--- config.mk ---
export PLATFORM = sky130hd
export DESIGN_NAME = mul_rr_arbiter_flat
export DESIGN_NICKNAME = d
export VERILOG_FILES = /design/src/rtl/mul_rr_arbiter_pkg.sv /design/src/rtl/mul_rr_arbiter_if.sv /design/src/rtl/mul_rr_arbiter_rr_pick.sv /design/src/rtl/mul_rr_arbiter.sv /design/src/flat_wrapper.sv
export SDC_FILE = /design/constraint.sdc
export NUM_CORES = 1
export LEC_CHECK = 0
export CAP_MARGIN = 0
export CORE_AREA = 2 2 191 118
export CTS_CLUSTER_SIZE = 8
export DETAILED_ROUTE_END_ITERATION = 16
export DIE_AREA = 0 0 193 120
export PLACE_DENSITY = 0.77
export SETUP_SLACK_MARGIN = 0.1
export SKIP_LAST_GASP = 1
export SYNTH_ARGS = -nofsm -noshare
export SYNTH_HDL_FRONTEND = slang
export SYNTH_SLANG_ARGS = --single-unit
--- constraint.sdc ---
create_clock -name clk -period 1.8 [get_ports clk]
set_clock_uncertainty 0.05 [all_clocks]
set_input_delay 0.27 -clock clk [delete_from_list [all_inputs] [get_ports clk]]
set_output_delay 0.27 -clock clk [all_outputs]
set_load 0.02 [all_outputs]
--- src/rtl/mul_rr_arbiter_pkg.sv ---
// Shared types and defaults for the round-robin multiplier arbiter.
// Latency: none (declarations only).
// Backpressure: none (declarations only).
package mul_arb_pkg;

   localparam int DEF_WIDTH   = 32;
   localparam int DEF_NUM_REQ = 4;

   typedef enum logic [1:0] {
      IDLE    = 2'd0,
      ISSUE   = 2'd1,
      DRAIN   = 2'd2,
      RESPOND = 2'd3
   } arb_state_t;

endpackage

--- src/rtl/mul_rr_arbiter_if.sv ---
// Requester-side and multiplier-side handshake bundle for the arbiter.
// Latency: none (wires only).
// Backpressure: four-phase req/ack on both sides; master = arbiter, slave = environment.
interface mul_rr_arbiter_if
   import mul_arb_pkg::*;
#(
   parameter int WIDTH   = DEF_WIDTH,
   parameter int NUM_REQ = DEF_NUM_REQ
);

   logic [NUM_REQ-1:0]       req;
   logic [NUM_REQ*WIDTH-1:0] a_in;
   logic [NUM_REQ*WIDTH-1:0] b_in;
   logic [NUM_REQ-1:0]       ack;
   logic [WIDTH-1:0]         out;
   logic                     mul_req;
   logic [WIDTH-1:0]         mul_a;
   logic [WIDTH-1:0]         mul_b;
   logic [WIDTH-1:0]         mul_out;
   logic                     mul_ack;

   modport master (
      input  req, a_in, b_in, mul_out, mul_ack,
      output ack, out, mul_req, mul_a, mul_b
   );

   modport slave (
      output req, a_in, b_in, mul_out, mul_ack,
      input  ack, out, mul_req, mul_a, mul_b
   );

endinterface

--- src/rtl/mul_rr_arbiter_rr_pick.sv ---
// Finds the first set request at or after the pointer, wrapping around.
// Latency: purely combinational.
// Backpressure: none; vld_o low when no request is set.
module rr_pick
   import mul_arb_pkg::*;
#(
   parameter int NUM_REQ = DEF_NUM_REQ,
   parameter int IDX_W   = $clog2(NUM_REQ)
) (
   input  logic [NUM_REQ-1:0] req_i,
   input  logic [IDX_W-1:0]   ptr_i,
   output logic               vld_o,
   output logic [IDX_W-1:0]   idx_o
);

   logic [IDX_W-1:0] j;

   // Scan from the farthest offset down so the nearest set bit wins last.
   always_comb begin
      vld_o = 1'b0;
      idx_o = '0;
      j     = '0;
      for (int off = NUM_REQ - 1; off >= 0; off--) begin
         j = IDX_W'((int'(ptr_i) + off) % NUM_REQ);
         if (req_i[j]) begin
            vld_o = 1'b1;
            idx_o = j;
         end
      end
   end

endmodule

--- src/rtl/mul_rr_arbiter.sv ---
// Round-robin sharing of one four-phase multiplier among NUM_REQ requesters.
// Latency: ack rises 3 cycles + multiplier latency after the grant cycle; >=1 idle cycle between jobs.
// Backpressure: requests sampled only in IDLE; ack held until the granted req drops. MUL_ARB_STATS_EN adds busy/job counters.
module mul_rr_arbiter
   import mul_arb_pkg::*;
#(
   parameter int WIDTH   = DEF_WIDTH,
   parameter int NUM_REQ = DEF_NUM_REQ
) (
   input  logic             clk,
   input  logic             rst,
`ifdef MUL_ARB_STATS_EN
   output logic [31:0]      stat_busy,
   output logic [31:0]      stat_jobs,
`endif
   mul_rr_arbiter_if.master bus
);

   localparam int IDX_W = $clog2(NUM_REQ);

   arb_state_t         state_q, state_d;
   logic [IDX_W-1:0]   gnt_q;
   logic [IDX_W-1:0]   ptr_q, ptr_d;
   logic [WIDTH-1:0]   mul_a_q, mul_b_q;
   logic [WIDTH-1:0]   res_q, out_q;
   logic               pick_vld;
   logic [IDX_W-1:0]   pick_idx;
   logic               req_g;
   logic [WIDTH-1:0]   a_arr [NUM_REQ];
   logic [WIDTH-1:0]   b_arr [NUM_REQ];

   for (genvar gi = 0; gi < NUM_REQ; gi++) begin : g_unpack
      assign a_arr[gi] = bus.a_in[gi*WIDTH +: WIDTH];
      assign b_arr[gi] = bus.b_in[gi*WIDTH +: WIDTH];
   end

   rr_pick #(.NUM_REQ(NUM_REQ), .IDX_W(IDX_W)) u_pick (
      .req_i (bus.req),
      .ptr_i (ptr_q),
      .vld_o (pick_vld),
      .idx_o (pick_idx)
   );

   assign req_g = bus.req[gnt_q];
   assign ptr_d = (gnt_q == IDX_W'(NUM_REQ - 1)) ? '0 : gnt_q + 1'b1;

   // State register.
   always_ff @(posedge clk or negedge rst) begin
      if (!rst) state_q <= IDLE;
      else      state_q <= state_d;
   end

   // Next-state: issue, wait ack, wait ack release, wait requester release.
   always_comb begin
      state_d = state_q;
      case (state_q)
         IDLE:    if (pick_vld)     state_d = ISSUE;
         ISSUE:   if (bus.mul_ack)  state_d = DRAIN;
         DRAIN:   if (!bus.mul_ack) state_d = RESPOND;
         RESPOND: if (!req_g)       state_d = IDLE;
         default:                   state_d = IDLE;
      endcase
   end

   // Datapath: latch grant/operands, capture product, publish result, advance pointer on completion.
   always_ff @(posedge clk or negedge rst) begin
      if (!rst) begin
         gnt_q   <= '0;
         ptr_q   <= '0;
         mul_a_q <= '0;
         mul_b_q <= '0;
         res_q   <= '0;
         out_q   <= '0;
      end else begin
         case (state_q)
            IDLE: if (pick_vld) begin
               gnt_q   <= pick_idx;
               mul_a_q <= a_arr[pick_idx];
               mul_b_q <= b_arr[pick_idx];
            end
            ISSUE:   if (bus.mul_ack)  res_q <= bus.mul_out;
            DRAIN:   if (!bus.mul_ack) out_q <= res_q;
            RESPOND: if (!req_g)       ptr_q <= ptr_d;
            default: ;
         endcase
      end
   end

   // Outputs decoded from state; ack is one-hot on the granted requester during RESPOND.
   always_comb begin
      bus.ack        = '0;
      bus.mul_req    = (state_q == ISSUE);
      bus.mul_a      = mul_a_q;
      bus.mul_b      = mul_b_q;
      bus.out        = out_q;
      if (state_q == RESPOND) bus.ack[gnt_q] = 1'b1;
   end

`ifdef MUL_ARB_STATS_EN
   logic [31:0] busy_q, jobs_q;

   // Saturating counters: non-idle cycles and completed jobs.
   always_ff @(posedge clk or negedge rst) begin
      if (!rst) begin
         busy_q <= '0;
         jobs_q <= '0;
      end else begin
         if (state_q != IDLE && busy_q != '1) busy_q <= busy_q + 32'd1;
         if (state_q == RESPOND && !req_g && jobs_q != '1) jobs_q <= jobs_q + 32'd1;
      end
   end

   assign stat_busy = busy_q;
   assign stat_jobs = jobs_q;
`endif

endmodule

--- src/flat_wrapper.sv ---
// flat-port wrapper written by rule: the top's interface ports become plain ports
module mul_rr_arbiter_flat import mul_arb_pkg::*;
#(
   parameter int WIDTH   = DEF_WIDTH,
   parameter int NUM_REQ = DEF_NUM_REQ
)
  (clk, rst, bus_req, bus_a_in, bus_b_in, bus_mul_out, bus_mul_ack, bus_ack, bus_out, bus_mul_req, bus_mul_a, bus_mul_b);
  mul_rr_arbiter_if #(.WIDTH(WIDTH), .NUM_REQ(NUM_REQ)) bus_i ();
  input  logic clk;
  input  logic rst;
  input wire logic [$bits(bus_i.req)-1:0] bus_req;
  input wire logic [$bits(bus_i.a_in)-1:0] bus_a_in;
  input wire logic [$bits(bus_i.b_in)-1:0] bus_b_in;
  input wire logic [$bits(bus_i.mul_out)-1:0] bus_mul_out;
  input wire logic [$bits(bus_i.mul_ack)-1:0] bus_mul_ack;
  output wire logic [$bits(bus_i.ack)-1:0] bus_ack;
  output wire logic [$bits(bus_i.out)-1:0] bus_out;
  output wire logic [$bits(bus_i.mul_req)-1:0] bus_mul_req;
  output wire logic [$bits(bus_i.mul_a)-1:0] bus_mul_a;
  output wire logic [$bits(bus_i.mul_b)-1:0] bus_mul_b;
  assign bus_i.req = bus_req;
  assign bus_i.a_in = bus_a_in;
  assign bus_i.b_in = bus_b_in;
  assign bus_i.mul_out = bus_mul_out;
  assign bus_i.mul_ack = bus_mul_ack;
  assign bus_ack = bus_i.ack;
  assign bus_out = bus_i.out;
  assign bus_mul_req = bus_i.mul_req;
  assign bus_mul_a = bus_i.mul_a;
  assign bus_mul_b = bus_i.mul_b;
  mul_rr_arbiter #(.WIDTH(WIDTH), .NUM_REQ(NUM_REQ)) u_core (.clk(clk), .rst(rst), .bus(bus_i));
endmodule
Yosys cells after proc, flatten, opt, wreduce, memory -nomap -nowiden
Cells that the tools add are included.
{"block": "totals", "latchBits": 0, "rom_bits": 0, "wordCells": 69, "ramBits": 0, "reg_bits": 134, "mem_count": 0}
{"block": "classes", "reduce_logical": 7, "n_shift": 0, "n_mul": 0, "order_cmp": 7, "mux": 33, "n_addsub": 4, "n_eq_ne": 8, "n_bitwise": 3, "n_div": 0}
{"operator": "$bmux W32 S2", "count": 2}
{"operator": "$mux W32", "count": 4}
{"operator": "$mux W2", "count": 9}
{"operator": "$lt A2 B3 Y1 const B", "count": 5}
{"operator": "$bmux W1 S2", "count": 5}
{"operator": "$mux W1", "count": 10}
{"operator": "$pmux W2 S4", "count": 1}
{"operator": "$reduce_and A2 Y1", "count": 4}
{"operator": "$eq A2 B2 Y1 const B", "count": 3}
{"operator": "$ne A2 B2 Y1 const B", "count": 3}
{"operator": "$add A2 B1 Y2 const B", "count": 2}
{"operator": "$add A2 B2 Y2 const B", "count": 2}
{"operator": "$mux W4", "count": 1}
{"operator": "$reduce_and A4 Y1", "count": 1}
{"operator": "$ge A3 B3 Y1 const B", "count": 1}
{"operator": "$not A2 Y3", "count": 1}
{"operator": "$demux W1 S2", "count": 1}
{"operator": "$eq A2 B1 Y1 const B", "count": 1}
{"operator": "$ge A2 B1 Y1 const B", "count": 1}
{"operator": "$logic_not A2 Y1", "count": 1}
{"operator": "$ne A2 B1 Y1 const B", "count": 1}
{"operator": "$not A1 Y1", "count": 2}
{"operator": "$logic_and A1 B1 Y1", "count": 1}

Longest topological paths before layout
Gate-level depths: netlist of run 1.
{"block": "logic_depth", "ltp_word": 11, "mapped_depth": 8, "mapped_depth_nobuf": 6}

Hierarchy
From an unflattened synthesis of run 1, not the netlist that was laid out.
{"block": "unflattened", "cells_unflattened": 401, "hier_area_um2": 6787.8}
{"module": "mul_rr_arbiter", "area_per_inst_um2": 6710.2, "seq_area_each_um2": 3353.2, "cells_each": 388, "n_inst": 1}
{"module": "rr_pick", "area_per_inst_um2": 77.6, "seq_area_each_um2": 0.0, "cells_each": 13, "n_inst": 1}

Least setup slack after synthesis of run 1
Ideal clock, no wire load.
{"block": "synth_path", "kind": "flip-flop to flip-flop", "startpoint": "reg u_core.state_q[1]", "endpoint": "reg u_core.res_q[10]", "period_less_slack_ns": 1.750, "required_time_ns": 1.625, "stages_incl_launch_ff": 6, "setup_time_ns": 0.125, "n_path_buf": 1, "setup_slack_ns": 0.050, "t_arrival_ns": 1.575, "cell_sequence": "dfrtp_1 inv_1 ha_1 nand2_1 buf_1 mux2_2"}
{"block": "synth_between", "elab_chain_cells": 2}
{"element": "start, declared", "line_no": "mul_rr_arbiter.sv:21", "source": "arb_state_t state_q, state_d;"}
{"element": "start signal, assigned", "line_no": "mul_rr_arbiter.sv:50", "source": "else state_q <= state_d;"}
{"element": "$eq A2 B1 Y1"}
{"element": "named net bus_mul_req", "line_no": "flat_wrapper.sv:18", "source": "output wire logic [$bits(bus_i.mul_req)-1:0] bus_mul_req;"}
{"element": "$reduce_and A2 Y1 (no source line)"}
{"element": "end signal, assigned", "line_no": "mul_rr_arbiter.sv:81", "source": "ISSUE: if (bus.mul_ack) res_q <= bus.mul_out;"}
{"element": "end, declared", "line_no": "mul_rr_arbiter.sv:25", "source": "logic [WIDTH-1:0] res_q, out_q;"}
The timed path passes the listed nets, and every way through them passes these cells.
A chain may end at the register's enable or synchronous reset.

Final worst setup path of run 1
{"block": "layout_path", "startpoint": "reg u_core.ptr_q[1]", "endpoint": "reg u_core.mul_b_q[14], in the netlist u_core.bus.mul_b[14]"}
{"block": "layout_between", "elab_chain_cells": 11, "elab_cells_between_ends": 24, "classes_between": "add/sub (3); mux (19); bitwise (1); reduce/logical (1)"}
{"element": "start, declared", "line_no": "mul_rr_arbiter.sv:23", "source": "logic [IDX_W-1:0] ptr_q, ptr_d;"}
{"element": "start signal, assigned", "line_no": "mul_rr_arbiter.sv:83", "source": "RESPOND: if (!req_g) ptr_q <= ptr_d;"}
{"element": "$add A2 B2 Y2", "line_no": "mul_rr_arbiter_rr_pick.sv:24", "source": "j = IDX_W'((int'(ptr_i) + off) % NUM_REQ);"}
{"element": "$bmux W1 S2", "line_no": "mul_rr_arbiter_rr_pick.sv:25", "source": "if (req_i[j]) begin"}
{"element": "$mux W1 (not written as such)", "line_no": "mul_rr_arbiter_rr_pick.sv:25"}
{"element": "$mux W2 (4 in a row)", "line_no": "mul_rr_arbiter_rr_pick.sv:25"}
{"element": "$not A2 Y3 (not written as such)", "line_no": "mul_rr_arbiter.sv:79", "source": "mul_b_q <= b_arr[pick_idx];"}
{"element": "$bmux W32 S2", "line_no": "mul_rr_arbiter.sv:79"}
{"element": "$mux W32 (not written as such) (2 in a row)", "line_no": "mul_rr_arbiter.sv:79"}
{"element": "end signal, assigned", "line_no": "mul_rr_arbiter.sv:79"}
{"element": "end, declared", "line_no": "mul_rr_arbiter.sv:24", "source": "logic [WIDTH-1:0] mul_a_q, mul_b_q;"}
Several ways; a longest one is shown, not always the timed one. The select of a mux whose other input is x is not followed.

==> out/qor_table.md, run 1 <==
| Step | Quantity | Reported |
| --- | --- | --- |
| outcome | Outcome | finished, violations left |
| outcome | Violations in the final reports | setup timing |
| final layout | Post-route cell area | 14,300 µm² |
| final layout | Count of inserted antenna diode cells | 0 |
| route | Total iterations of the first detailed-routing run | 4 |
| timing | WHS | 306 ps |
| timing | Tightest slew margin relative to the limit | 67.7% |
| timing | Pins over their slew limit | 0 |
| setup path | Nature of the critical path startpoint | register |
| grt | Met1 usage | 30.4% |
| route | Number of design rule violations left after detail routing | 0 |
| route | Per-cell via count in the routed design | 5.16 |
| min path | Type of the tightest min-delay check | input port to async pin |
| yosys | Syn Area/Cell | 12.5 µm² |
| final layout | Layout overhead on the synthesized area | 83.2% |
| flow run | Total of max-cap violations | 0 |
| yosys | Yosys cell types | 35 |
| timing | Number of failing setup endpoints in the final timing report | 77 |
| floorplan | Row count | 42 |
| route | Drt wl/cell | 22.7 µm |
| final layout | Most frequent standard cell in the layout excluding fill and tap cells | sky130_fd_sc_hd__clkdlybuf4s50_1 |
| timing | Endpoints failing hold | 0 |
| yosys | Cell Area, Synth | 7830 µm² |
| power and ir drop | Switch Pwr | 0.00901 W |
| clock tree | Clock-pin slew on the worst setup and hold paths | 70 ps |
| yosys | Main flop type after synthesis | sky130_fd_sc_hd__dfrtp_1 |
| floorplan | Y dimension of the die | 120 µm |
| timing | Highest Clock Rate | 514 MHz |
| power and ir drop | Part of the total power dissipated in sequential elements | 24.0% |
| timing | Min Clock Period, post-route | 1940 ps |
| power and ir drop | Worst vdd rail ir drop | 853 µV |
| yosys | Yosys reg bits | 134 |
| clock tree | CTS sink count | 134 |
| yosys | Cell count after synthesis | 624 |
| yosys | Count of synthesis-stage warnings from yosys | 0 |
| floorplan | Starting utilization of the core area | 36.3% |
| floorplan | Placeable core region | 21,500 µm² |
| timing | Actual transition at the worst max-transition pin | 484 ps |
| timing | Final period utilization | 108% |
| route | Count of routing violations after the opening detailed-route iteration | 355 |
| setup path | Maximum fanout along the worst path | 10 |
| timing | Setup repair after global routing missed its margin | yes |
| grt | Wire length of the first global-routing pass | 43.0 mm |
| power and ir drop | Fraction of power spent switching nets | 39.4% |
| floorplan | X dimension of the die | 193 µm |
| grt | Maximum number of pins on one net before global-route repair | 47 |
| yosys | Nets in the synthesized netlist | 928 |
| setup path | Worst endpoint required time | 2060 ps |
| setup path | CP Capture Type | register |
| power and ir drop | Static power due to leakage | 6.00 nW |
| final layout | Final core occ | 66.6% |
| power and ir drop | Power per cell area | 1600 nW/µm² |
| grt | Vias in the first global route | 7,391 |
| placement | Placement Cell Area | 12,300 µm² |
| power and ir drop | Clock network fraction of total power | 17.0% |
| clock tree | Cell at the root of the clock tree | sky130_fd_sc_hd__clkbuf_16 |
| yosys | Register area share after synthesis | 42.8% |
| route | Number of nets with antenna violations after detailed routing | 0 |
| clock tree | # H-tree levels | 4 |
| power and ir drop | Int Pwr | 0.0139 W |
| clock tree | CTS tree | done |
| clock tree | Total clock buffers created by CTS | 17 |
| grt | All-layer global routing usage | 24.9% |
| floorplan | Number of placed I/O pins | 396 |
| timing | Setup WS post-layout | -144 ps |
| clock tree | Worst-case clock buffer depth | 2 |
| grt | Number of antenna violations at the first check in global routing | 0 |
| placement | # port buffers | 395 |
| power and ir drop | Share of power burned in combinational logic | 58.9% |
| route | Routed wire length | 31.3 mm |
| grt | Global-route met3 utilization | 7.49% |
| setup path | Data arrival time of the critical path | 2200 ps |
| grt | GR met2 Demand/Resource | 41.7% |
| setup path | Type of the worst setup path | register to register |
| placement | Detailed Place HPWL | 20.8 mm |
| grt | Most Used Layer, Global Route | met2 |
| final layout | Total Nets Final | 1,385 |
| clock tree | Worst-Skew Late Latency | 420 ps |
| final layout | Commonest cells after routing, fill and taps aside | sky130_fd_sc_hd__clkdlybuf4s50_1 (292), sky130_fd_sc_hd__dfrtp_1 (132), sky130_fd_sc_hd__a211oi_2 (109) |
| final layout | Proportion of layout cells with a drive suffix above 1 | 35.2% |
| placement | RePlAce Congestion | 0.848 |
| floorplan | Overall die area | 23,200 µm² |
| final layout | Fill cells | 1,603 |
| yosys | Share of async-settable or async-resettable flops after synthesis | 100% |
| yosys | Post-synth EDFFs | 0 |
| timing | Total Negative Setup Slacks | -2690 ps |
| grt | Overall overflow remaining after global route | 0 |
| route | Total vias in the final route | 7,123 |
## synth_stat cells (2+ instances only)
cell type	count	area, µm²
sky130_fd_sc_hd__buf_6	14	158
sky130_fd_sc_hd__o21ai_1	2	10.0
sky130_fd_sc_hd__inv_1	8	30.0
sky130_fd_sc_hd__ha_1	9	113
sky130_fd_sc_hd__buf_1	3	11.3
sky130_fd_sc_hd__a211oi_1	4	30.0
sky130_fd_sc_hd__nand2b_1	3	18.8
sky130_fd_sc_hd__and2_1	5	31.3
sky130_fd_sc_hd__o21ai_0	4	20.0
sky130_fd_sc_hd__a211oi_2	124	1550
sky130_fd_sc_hd__nand2_1	4	15.0
sky130_fd_sc_hd__mux2_1	2	22.5
sky130_fd_sc_hd__and3_1	64	400
sky130_fd_sc_hd__mux2i_1	65	651
sky130_fd_sc_hd__mux2_2	64	721
sky130_fd_sc_hd__buf_2	17	85.1
sky130_fd_sc_hd__nor2_1	64	240
sky130_fd_sc_hd__buf_4	7	52.6
sky130_fd_sc_hd__clkbuf_1	7	26.3
sky130_fd_sc_hd__dfrtp_1	134	3350
sky130_fd_sc_hd__buf_12	6	120
## final timing paths
path | startpoint | end | slack, ps | cells past startpoint
worst max-delay path | u_core.ptr_q[1] | u_core.bus.mul_b[14] | -140 | 8
worst min-delay path | rst | u_core.bus.out[24] | 310 | 2
worst max register to register | u_core.ptr_q[1] | u_core.bus.mul_b[14] | -140 | 8
worst min register to register | u_core.res_q[24] | u_core.bus.out[24] | 450 | 1
max in group asynchronous | rst | u_core.bus.mul_a[28] | 810 | 3
min in group clk | bus_mul_out[4] | u_core.res_q[4] | 410 | 2
## metal layers
| layer | part of all wire [%] | up-vias | wire (µm) |
|---|---|---|---|
| li1 | - | 3242 | - |
| met3 | 7.3 | 53 | 2290 |
| met2 | 48 | 280 | 15000 |
| met5 | 0 | - | 0 |
| met4 | 2.6 | 0 | 819 |
| met1 | 42 | 3548 | 13200 |
## power groups by stage
stage          combinational, W  sequential (W)  clock (W)
2_1_floorplan           0.00553         0.00663          0
3_3_place_gp             0.0113         0.00542          0
3_5_place_dp             0.0115         0.00550          0
4_1_cts                  0.0121         0.00543    0.00397
5_1_grt                  0.0142         0.00566    0.00413
6_report                 0.0135         0.00550    0.00390
## worst max-delay path: stages, from the launching register on
cell and delay, ps:
sky130_fd_sc_hd__dfrtp_1 430, sky130_fd_sc_hd__mux2i_1 270, sky130_fd_sc_hd__a22oi_2 110, sky130_fd_sc_hd__buf_12 180
sky130_fd_sc_hd__buf_8 130, sky130_fd_sc_hd__clkbuf_16 160, sky130_fd_sc_hd__and3_4 180, sky130_fd_sc_hd__a211oi_2 220
sky130_fd_sc_hd__a211oi_1 80
## layout make-up
class	count	area (µm²)	area share [%]
clock inverter	12	200	1.40
multi-input combinational	430	4580	32.0
timing repair buffer	490	5380	37.5
clock buffer	20	437	3.04
inverter	8	30.0	0.209
sequential	134	3360	23.4
tap	286	358	2.49
## sequential cells by signal, summed over array words and instances, names as in the netlist
register and count:
u_core.bus.mul_a 32, u_core.res_q 32, u_core.bus.out 32, u_core.gnt_q 2
u_core.bus.mul_b 32, u_core.state_q 2, u_core.ptr_q 2
## logic make-up after synthesis
| logic type | count (synthesis) | share of synthesized area (%) |
|---|---|---|
| mux | 132 | 18.1 |
| fa+ha+maj | 9 | 1.44 |
| simple gates | 146 | 9.92 |
| buf+inv | 63 | 6.27 |
| flops | 134 | 42.8 |
| compound gates | 140 | 21.4 |
## per-stage QoR
step	std cells	power [W]	setup slack (ps)
finish	1380	0.0229	-144
global route	1380	0.0240	-209
CTS	1361	0.0215	-59.2
detailed placement	1297	0.0170	-458
global placement	1297	0.0167	-382
floorplan	624	0.0122	116
## timing repair
action | CTS | global route
resized for setup | 186 | 88
setup endpoints to repair | 200 | 139
pin swaps | 56 | 39
endpoints found under the hold margin | 42 | 0
buffers inserted | 21 | 7
cloned | 11 | 15
hold buffers | 1 | 0
No activity file was read; power rests on OpenSTA's default activity.
==> run 2, diff against run 1 <==
Settings changed: SLEW_MARGIN from default to 20.
==> results of run 2 <==
The final DEF is identical to that of run 1; final timing and power are the same.
